**src/rtl/l15_port_arbiter_if.sv**
```systemverilog
// Request/response bundle for one side of the L1.5 transducer port.
// master = the side issuing requests and consuming responses; slave = the side serving them.
`default_nettype none

interface l15_port_arbiter_if #(
    parameter int ADDR_W = 40
);
    logic [4:0]        rqtype;
    logic [2:0]        size;
    logic [ADDR_W-1:0] address;
    logic [63:0]       data;
    logic              val;
    logic              ack;
    logic              header_ack;
    logic              resp_val;
    logic [3:0]        returntype;
    logic [63:0]       resp_data_0;
    logic [63:0]       resp_data_1;
    logic              req_ack;

    modport master (
        output rqtype, size, address, data, val, req_ack,
        input  ack, header_ack, resp_val, returntype, resp_data_0, resp_data_1
    );

    modport slave (
        input  rqtype, size, address, data, val, req_ack,
        output ack, header_ack, resp_val, returntype, resp_data_0, resp_data_1
    );
endinterface

`default_nettype wire

```
**src/rtl/l15_port_arbiter.sv**
```systemverilog
// Shares the single L1.5 transducer port between IFU and LSU: one registered request
// outstanding at a time, bounded LSU priority, response routed back to its owner.
`default_nettype none

module l15_port_arbiter #(
    parameter int ADDR_W    = 40,
    parameter int LSU_BURST = 4
) (
    input  wire logic          clk,
    input  wire logic          nrst,
    l15_port_arbiter_if.slave  ifu_if,
    l15_port_arbiter_if.slave  lsu_if,
    l15_port_arbiter_if.master l15_if,
    input  wire logic          ifu_kill,
    output logic               owner_lsu,
    output logic               spurious_resp
);

    localparam int BW = $clog2(LSU_BURST + 1);
    localparam logic [BW-1:0] BURST_MAX = BW'(LSU_BURST);

    typedef enum logic [1:0] {
        S_IDLE  = 2'd0,
        S_REQ   = 2'd1,
        S_WAIT  = 2'd2,
        S_DRAIN = 2'd3
    } state_e;

    state_e            state_q;
    logic              owner_q;
    logic              val_q;
    logic              kill_q;
    logic              spurious_q;
    logic [BW-1:0]     burst_q;
    logic [4:0]        rqtype_q;
    logic [2:0]        size_q;
    logic [ADDR_W-1:0] addr_q;
    logic [63:0]       data_q;

    logic is_idle, grant_lsu, grant_ifu, resp_phase, drain, route, own_rack, complete, hdr_fwd;

    // A response arriving together with the L1.5 accept is handled exactly like a WAIT response.
    always_comb begin
        is_idle    = (state_q == S_IDLE);
        grant_lsu  = is_idle && lsu_if.val && (!ifu_if.val || (burst_q < BURST_MAX));
        grant_ifu  = is_idle && ifu_if.val && !grant_lsu;
        resp_phase = (state_q == S_WAIT) || (state_q == S_DRAIN) ||
                     ((state_q == S_REQ) && l15_if.ack);
        drain      = (state_q == S_DRAIN) || (resp_phase && !owner_q && kill_q);
        route      = resp_phase && !drain;
        own_rack   = owner_q ? lsu_if.req_ack : ifu_if.req_ack;
        complete   = drain ? l15_if.resp_val : (route && l15_if.resp_val && own_rack);
        hdr_fwd    = ((state_q == S_REQ) || (state_q == S_WAIT)) && !(kill_q && !owner_q) &&
                     l15_if.header_ack;
    end

    assign ifu_if.ack         = grant_ifu;
    assign lsu_if.ack         = grant_lsu;
    assign ifu_if.header_ack  = hdr_fwd && !owner_q;
    assign lsu_if.header_ack  = hdr_fwd && owner_q;

    assign ifu_if.resp_val    = route && !owner_q && l15_if.resp_val;
    assign ifu_if.returntype  = (route && !owner_q) ? l15_if.returntype  : '0;
    assign ifu_if.resp_data_0 = (route && !owner_q) ? l15_if.resp_data_0 : '0;
    assign ifu_if.resp_data_1 = (route && !owner_q) ? l15_if.resp_data_1 : '0;
    assign lsu_if.resp_val    = route && owner_q && l15_if.resp_val;
    assign lsu_if.returntype  = (route && owner_q) ? l15_if.returntype  : '0;
    assign lsu_if.resp_data_0 = (route && owner_q) ? l15_if.resp_data_0 : '0;
    assign lsu_if.resp_data_1 = (route && owner_q) ? l15_if.resp_data_1 : '0;

    // Stray and drained responses are swallowed; routed ones wait for the owner.
    assign l15_if.req_ack = (is_idle || drain) ? l15_if.resp_val : (route && own_rack);

    assign l15_if.val     = val_q;
    assign l15_if.rqtype  = rqtype_q;
    assign l15_if.size    = size_q;
    assign l15_if.address = addr_q;
    assign l15_if.data    = data_q;
    assign owner_lsu      = owner_q;
    assign spurious_resp  = spurious_q;

    always_ff @(posedge clk or negedge nrst) begin
        if (!nrst) begin
            state_q    <= S_IDLE;
            owner_q    <= 1'b0;
            val_q      <= 1'b0;
            kill_q     <= 1'b0;
            spurious_q <= 1'b0;
            burst_q    <= '0;
            rqtype_q   <= '0;
            size_q     <= '0;
            addr_q     <= '0;
            data_q     <= '0;
        end else begin
            case (state_q)
                S_IDLE: begin
                    if (l15_if.resp_val) begin
                        spurious_q <= 1'b1;
                    end
                    if (grant_lsu || grant_ifu) begin
                        state_q  <= S_REQ;
                        val_q    <= 1'b1;
                        owner_q  <= grant_lsu;
                        kill_q   <= grant_ifu && ifu_kill;
                        rqtype_q <= grant_lsu ? lsu_if.rqtype  : ifu_if.rqtype;
                        size_q   <= grant_lsu ? lsu_if.size    : ifu_if.size;
                        addr_q   <= grant_lsu ? lsu_if.address : ifu_if.address;
                        data_q   <= grant_lsu ? lsu_if.data    : ifu_if.data;
                        if (grant_ifu) begin
                            burst_q <= '0;
                        end else if (ifu_if.val) begin
                            burst_q <= burst_q + BW'(1);
                        end
                    end
                end
                S_REQ: begin
                    if (ifu_kill && !owner_q) begin
                        kill_q <= 1'b1;
                    end
                    if (l15_if.ack) begin
                        val_q <= 1'b0;
                        if (complete) begin
                            state_q <= S_IDLE;
                            kill_q  <= 1'b0;
                        end else if (!owner_q && (kill_q || ifu_kill)) begin
                            state_q <= S_DRAIN;
                        end else begin
                            state_q <= S_WAIT;
                        end
                    end
                end
                S_WAIT: begin
                    if (complete) begin
                        state_q <= S_IDLE;
                        kill_q  <= 1'b0;
                    end else if (ifu_kill && !owner_q) begin
                        state_q <= S_DRAIN;
                        kill_q  <= 1'b1;
                    end
                end
                S_DRAIN: begin
                    if (l15_if.resp_val) begin
                        state_q <= S_IDLE;
                        kill_q  <= 1'b0;
                    end
                end
                default: state_q <= S_IDLE;
            endcase
        end
    end

endmodule

`default_nettype wire

```
**src/flat_wrapper.sv**
```systemverilog
// flat-port wrapper written by rule: the top's interface ports become plain ports
module l15_port_arbiter_flat 
#(
    parameter int ADDR_W    = 40,
    parameter int LSU_BURST = 4
)
  (clk, nrst, ifu_kill, owner_lsu, spurious_resp, ifu_if_rqtype, ifu_if_size, ifu_if_address, ifu_if_data, ifu_if_val, ifu_if_req_ack, ifu_if_ack, ifu_if_header_ack, ifu_if_resp_val, ifu_if_returntype, ifu_if_resp_data_0, ifu_if_resp_data_1, lsu_if_rqtype, lsu_if_size, lsu_if_address, lsu_if_data, lsu_if_val, lsu_if_req_ack, lsu_if_ack, lsu_if_header_ack, lsu_if_resp_val, lsu_if_returntype, lsu_if_resp_data_0, lsu_if_resp_data_1, l15_if_rqtype, l15_if_size, l15_if_address, l15_if_data, l15_if_val, l15_if_req_ack, l15_if_ack, l15_if_header_ack, l15_if_resp_val, l15_if_returntype, l15_if_resp_data_0, l15_if_resp_data_1);
  l15_port_arbiter_if #(.ADDR_W(ADDR_W)) ifu_if_i ();
  l15_port_arbiter_if #(.ADDR_W(ADDR_W)) lsu_if_i ();
  l15_port_arbiter_if #(.ADDR_W(ADDR_W)) l15_if_i ();
  input  wire logic clk;
  input  wire logic nrst;
  input  wire logic ifu_kill;
  output logic owner_lsu;
  output logic spurious_resp;
  input wire logic [$bits(ifu_if_i.rqtype)-1:0] ifu_if_rqtype;
  input wire logic [$bits(ifu_if_i.size)-1:0] ifu_if_size;
  input wire logic [$bits(ifu_if_i.address)-1:0] ifu_if_address;
  input wire logic [$bits(ifu_if_i.data)-1:0] ifu_if_data;
  input wire logic [$bits(ifu_if_i.val)-1:0] ifu_if_val;
  input wire logic [$bits(ifu_if_i.req_ack)-1:0] ifu_if_req_ack;
  output wire logic [$bits(ifu_if_i.ack)-1:0] ifu_if_ack;
  output wire logic [$bits(ifu_if_i.header_ack)-1:0] ifu_if_header_ack;
  output wire logic [$bits(ifu_if_i.resp_val)-1:0] ifu_if_resp_val;
  output wire logic [$bits(ifu_if_i.returntype)-1:0] ifu_if_returntype;
  output wire logic [$bits(ifu_if_i.resp_data_0)-1:0] ifu_if_resp_data_0;
  output wire logic [$bits(ifu_if_i.resp_data_1)-1:0] ifu_if_resp_data_1;
  input wire logic [$bits(lsu_if_i.rqtype)-1:0] lsu_if_rqtype;
  input wire logic [$bits(lsu_if_i.size)-1:0] lsu_if_size;
  input wire logic [$bits(lsu_if_i.address)-1:0] lsu_if_address;
  input wire logic [$bits(lsu_if_i.data)-1:0] lsu_if_data;
  input wire logic [$bits(lsu_if_i.val)-1:0] lsu_if_val;
  input wire logic [$bits(lsu_if_i.req_ack)-1:0] lsu_if_req_ack;
  output wire logic [$bits(lsu_if_i.ack)-1:0] lsu_if_ack;
  output wire logic [$bits(lsu_if_i.header_ack)-1:0] lsu_if_header_ack;
  output wire logic [$bits(lsu_if_i.resp_val)-1:0] lsu_if_resp_val;
  output wire logic [$bits(lsu_if_i.returntype)-1:0] lsu_if_returntype;
  output wire logic [$bits(lsu_if_i.resp_data_0)-1:0] lsu_if_resp_data_0;
  output wire logic [$bits(lsu_if_i.resp_data_1)-1:0] lsu_if_resp_data_1;
  output wire logic [$bits(l15_if_i.rqtype)-1:0] l15_if_rqtype;
  output wire logic [$bits(l15_if_i.size)-1:0] l15_if_size;
  output wire logic [$bits(l15_if_i.address)-1:0] l15_if_address;
  output wire logic [$bits(l15_if_i.data)-1:0] l15_if_data;
  output wire logic [$bits(l15_if_i.val)-1:0] l15_if_val;
  output wire logic [$bits(l15_if_i.req_ack)-1:0] l15_if_req_ack;
  input wire logic [$bits(l15_if_i.ack)-1:0] l15_if_ack;
  input wire logic [$bits(l15_if_i.header_ack)-1:0] l15_if_header_ack;
  input wire logic [$bits(l15_if_i.resp_val)-1:0] l15_if_resp_val;
  input wire logic [$bits(l15_if_i.returntype)-1:0] l15_if_returntype;
  input wire logic [$bits(l15_if_i.resp_data_0)-1:0] l15_if_resp_data_0;
  input wire logic [$bits(l15_if_i.resp_data_1)-1:0] l15_if_resp_data_1;
  assign ifu_if_i.rqtype = ifu_if_rqtype;
  assign ifu_if_i.size = ifu_if_size;
  assign ifu_if_i.address = ifu_if_address;
  assign ifu_if_i.data = ifu_if_data;
  assign ifu_if_i.val = ifu_if_val;
  assign ifu_if_i.req_ack = ifu_if_req_ack;
  assign ifu_if_ack = ifu_if_i.ack;
  assign ifu_if_header_ack = ifu_if_i.header_ack;
  assign ifu_if_resp_val = ifu_if_i.resp_val;
  assign ifu_if_returntype = ifu_if_i.returntype;
  assign ifu_if_resp_data_0 = ifu_if_i.resp_data_0;
  assign ifu_if_resp_data_1 = ifu_if_i.resp_data_1;
  assign lsu_if_i.rqtype = lsu_if_rqtype;
  assign lsu_if_i.size = lsu_if_size;
  assign lsu_if_i.address = lsu_if_address;
  assign lsu_if_i.data = lsu_if_data;
  assign lsu_if_i.val = lsu_if_val;
  assign lsu_if_i.req_ack = lsu_if_req_ack;
  assign lsu_if_ack = lsu_if_i.ack;
  assign lsu_if_header_ack = lsu_if_i.header_ack;
  assign lsu_if_resp_val = lsu_if_i.resp_val;
  assign lsu_if_returntype = lsu_if_i.returntype;
  assign lsu_if_resp_data_0 = lsu_if_i.resp_data_0;
  assign lsu_if_resp_data_1 = lsu_if_i.resp_data_1;
  assign l15_if_rqtype = l15_if_i.rqtype;
  assign l15_if_size = l15_if_i.size;
  assign l15_if_address = l15_if_i.address;
  assign l15_if_data = l15_if_i.data;
  assign l15_if_val = l15_if_i.val;
  assign l15_if_req_ack = l15_if_i.req_ack;
  assign l15_if_i.ack = l15_if_ack;
  assign l15_if_i.header_ack = l15_if_header_ack;
  assign l15_if_i.resp_val = l15_if_resp_val;
  assign l15_if_i.returntype = l15_if_returntype;
  assign l15_if_i.resp_data_0 = l15_if_resp_data_0;
  assign l15_if_i.resp_data_1 = l15_if_resp_data_1;
  l15_port_arbiter #(.ADDR_W(ADDR_W), .LSU_BURST(LSU_BURST)) u_core (.clk(clk), .nrst(nrst), .ifu_if(ifu_if_i), .lsu_if(lsu_if_i), .l15_if(l15_if_i), .ifu_kill(ifu_kill), .owner_lsu(owner_lsu), .spurious_resp(spurious_resp));
endmodule
```
**config.mk**
```make
export PLATFORM = sky130hd
export DESIGN_NAME = l15_port_arbiter_flat
export DESIGN_NICKNAME = d
export VERILOG_FILES = /design/src/rtl/l15_port_arbiter_if.sv /design/src/rtl/l15_port_arbiter.sv /design/src/flat_wrapper.sv
export SDC_FILE = /design/constraint.sdc
export NUM_CORES = 1
export LEC_CHECK = 0
export ABC_CLOCK_PERIOD_IN_PS = 1900
export BUFFER_PORTS_ARGS = -buffer_cell sky130_fd_sc_hd__buf_2
export CAP_MARGIN = 20
export CORE_AREA = 2 2 293 295
export DETAILED_ROUTE_END_ITERATION = 16
export DIE_AREA = 0 0 295 297
export PLACE_DENSITY_LB_ADDON = 0.1
export SKIP_CTS_REPAIR_TIMING = 1
export SLEW_MARGIN = 20
export SYNTH_ARGS = -nofsm -noshare
export SYNTH_HDL_FRONTEND = slang
export SYNTH_SLANG_ARGS = --single-unit
```
**constraint.sdc**
```tcl
create_clock -name clk -period 1.9 [get_ports clk]
set_clock_uncertainty 0.05 [all_clocks]
set_input_delay 0.19 -clock clk [delete_from_list [all_inputs] [get_ports clk]]
set_output_delay 0.19 -clock clk [all_outputs]
set_load 0.05 [all_outputs]
```
==> summary.md <==
| Metric | Value |
|---|---|
| # fillers | `9196` |
| Post-synthesis xor/xnor area fraction | `0` |
| Setup TNS | `-168.08 ns` |
| Post-DRT Antenna Nets | `0` |
| PortBufs | `751` |
| Clock period minus worst slack | `2.55 ns` |
| Worst hold-check path type | `in -> reg` |
| Root buf cell | `clkbuf_16` |
| Setup crit end kind | `primary output` |
| Fin worst setup slack | `-0.647 ns` |
| Die width | `295 um` |
| Pre-antenna DRT Iters | `4` |
| Final wirelength | `58100 um` |
| Placer Congestion | `0.854` |
| # IOs | `752` |
| Synth Area in Compound Gates | `0.0982` |
| Final core utilization | `0.220` |
| Flop pwr share | `0.144` |
| Die Area | `0.0876 mm^2` |
| Hold_ws | `-0.0276 ns` |
| Slowest cell on crit path | `dfrtp_1` |
| Syn_nets | `1223` |
| Synth top area share | `0.401` |
| TritonCTS clock tree | `done` |
| Setup violators final | `379` |
| Mux contribution to synthesized area | `0.150` |
| Avg Inst Size Synth | `8.88 um^2` |
| GRT busiest layer | `met2` |
| Count of final max-slew check failures | `0` |
| Critical path class | `reg -> out` |
| Largest family of logic cells by synthesized area | `simple AND/OR/NAND/NOR gates` |
| Starting Density | `0.0895` |
| Drt via density | `3.26` |
| CP Cell Sequence | `inv_2, ha_4, a21oi_4, nor3_4, buf_12, buf_12, buf_6, buf_8, and2_4, buf_8` |
| Initial drt markers | `288` |
| Commonest non-fill, non-tap cell in the layout | `buf_2` |
| Psw | `16.6 mW` |
| Synth area leader | `dfrtp_1` |
| Gr ovfl total | `0` |
| Layout cells sized above 1 | `0.710` |
| Run status | `finished with violations` |
| Simple-Gate Fraction of Synth Area | `0.297` |
| Area of the core | `0.0845 mm^2` |
| Fin crit share | `1.34` |
| Largest net degree at the start of global routing | `43` |
| Global-route wire length before repair | `70900 um` |
| Via Count | `9402` |
| Max cap viols | `0` |
| Sequential area share after synthesis | `0.401` |
| Slew margin rel. | `0.762` |
| WL/cell | `20.2 um` |
| Lkg Pwr | `8.71 nW` |
| Unrepaired setup endpoints after global routing | `yes` |
| Logic gate share of total power | `0.750` |
| Max Clk Rate | `0.393 GHz` |
| Final Hold Fails | `28` |
| Placed wire-length estimate | `47500 um` |
| Synth area leaders | `dfrtp_1 (40%), and2_1 (22%), mux2i_1 (15%)` |
| Worst EP required | `1.66 ns` |
| Placed Area | `0.0152 mm^2` |
| Layout Nets | `2096` |
| FP Rows | `107` |
| Num CTS Buffers | `17` |
| PwrDens | `1680 mW/mm^2` |
| Post-synth cell types | `37` |
| Vias in the first global route | `9029` |
| Max stage delay on crit path | `0.43 ns` |
| Sw Ratio | `0.529` |
| CP startpoint kind | `register` |
| Skew-Pair Late Insertion Delay | `0.45 ns` |
| Clock Pin Slew Worst Setup and Hold Paths | `0.06 ns` |
| Final instance area | `0.0186 mm^2` |
| Initial antenna violation count | `15` |
| Worst-Margin Slew | `0.356 ns` |
| Die height | `297 um` |
| P_int | `14.7 mW` |
| Number of H-tree levels | `4` |
| #FFs+latches synth | `121` |
| M3 GR Usage | `0.0387` |
| Met2 Use GR | `0.237` |
| Arr. time, crit path | `2.31 ns` |
| Gr usage total | `0.118` |
| Failing checks | `negative hold slack, negative setup slack` |
| Worst-case clock buffer depth | `2` |
| Most frequent cells in the layout | `buf_2 (480), and2_4 (169), buf_12 (121)` |
| Gate Count Post-Synth | `851` |
| Clk sinks | `121` |
| Synthesized area | `0.00756 mm^2` |
| DRC errors left | `0` |
| YS warnings | `0` |
| Worst-path fanout max | `8` |
| Met1 Use GR | `0.104` |
| Synth Area in Adders | `0.00993` |
| Worst VDD drop | `0.690 mV` |
| Clk network pwr share | `0.106` |
| Layout area overhead | `146%` |
| Pwr Total | `31.3 mW` |
kinds of logic after synthesis:
group,count (synthesis)
simple gates,402
compound gates,136
flops,121
mux,113
buf+inv,73
fa+ha+maj,6
cells in the mapped netlist, drive strengths merged:
cell	instances
o22a	1
buf	23
nor2b	1
o31ai	2
mux2i	113
nor3b	1
nor2	5
a31oi	1
inv	5
clkbuf	45
nor4	2
and4bb	1
a32o	2
dfrtp	121
a211o	1
a22o	1
nand2b	1
a2111oi	2
o31a	1
and2b	1
nor3	2
a221oi	1
o21ai	115
a21oi	6
o211ai	1
nand2	121
a21o	1
and2	266
or4b	1
ha	6
o32a	1
path summary, 6_finish.rpt:
check / start / end / slack (ns) / cells after the start
min: ifu_if_data[5] / u_core.l15_if.data[5]$_DFFE_PN0P_ / -0.03 / 3
max in group asynchronous: nrst / u_core.l15_if.data[25]$_DFFE_PN0P_ / 1.14 / 3
min reg2reg: u_core.spurious_resp$_DFFE_PN0P_ / u_core.spurious_resp$_DFFE_PN0P_ / 0.41 / 1
max reg2reg: u_core.state_q[1]$_DFFE_PN0P_ / u_core.l15_if.data[60]$_DFFE_PN0P_ / -0.36 / 11
min in group asynchronous: nrst / u_core.l15_if.data[2]$_DFFE_PN0P_ / 0.12 / 2
max: u_core.state_q[1]$_DFFE_PN0P_ / lsu_if_resp_data_0[12] / -0.65 / 10
worst max-delay path: cells and delay by family (launching register included):
kind	cells	cell delay, ns
AO/OA/AOI/OAI	1	0.23
adder cells (fa/ha/maj)	1	0.17
flip-flops	1	0.43
AND/OR/NAND/NOR	2	0.23
buffers and inverters	6	0.77
routing by layer:
layer  vias up  share of wire  routed length (um)
met4        10          0.034                2000
met5         -         0.0011                  62
li1       4563              -                   -
met1      4291           0.32               18500
met3        67          0.078                4560
met2       471           0.57               33000
state kept, by name, indices dropped and copies added, names as in the netlist:
name	cells
u_core.l15_if.val	1
u_core.l15_if.address	40
u_core.kill_q	1
u_core.state_q	2
u_core.burst_q	3
u_core.owner_lsu	1
u_core.l15_if.rqtype	5
u_core.spurious_resp	1
u_core.l15_if.size	3
u_core.l15_if.data	64
power groups by stage:
| stage | Clock (mW) | Sequential [mW] | Combinational [mW] |
|---|---|---|---|
| global placement | 0 | 4.55 | 20.6 |
| finish | 3.31 | 4.52 | 23.5 |
| detailed placement | 0 | 4.54 | 20.6 |
| global route | 3.57 | 4.72 | 24.7 |
| floorplan | 0 | 8.56 | 8.92 |
| CTS | 3.47 | 4.54 | 20.6 |
per-stage QoR:
stage | instances | setup WS (ns)
5_1_grt | 2882 | -0.722
2_1_floorplan | 851 | -0.206
4_1_cts | 2790 | -0.757
3_3_place_gp | 2759 | -0.241
6_report | 2882 | -0.647
3_5_place_dp | 2759 | -0.266
layout make-up:
| cell class | count | area [um^2] | share of cell area |
|---|---|---|---|
| timing repair buffer | 922 | 8270 | 0.445 |
| multi-input combinational | 657 | 5250 | 0.282 |
| sequential | 121 | 3030 | 0.163 |
| tap | 1144 | 1430 | 0.0770 |
| clock buffer | 20 | 467 | 0.0251 |
| clock inverter | 11 | 121 | 0.00653 |
| inverter | 5 | 18.8 | 0.00101 |
| antenna | 2 | 5.00 | 0.000269 |
Power figures use the tool's default switching activity.
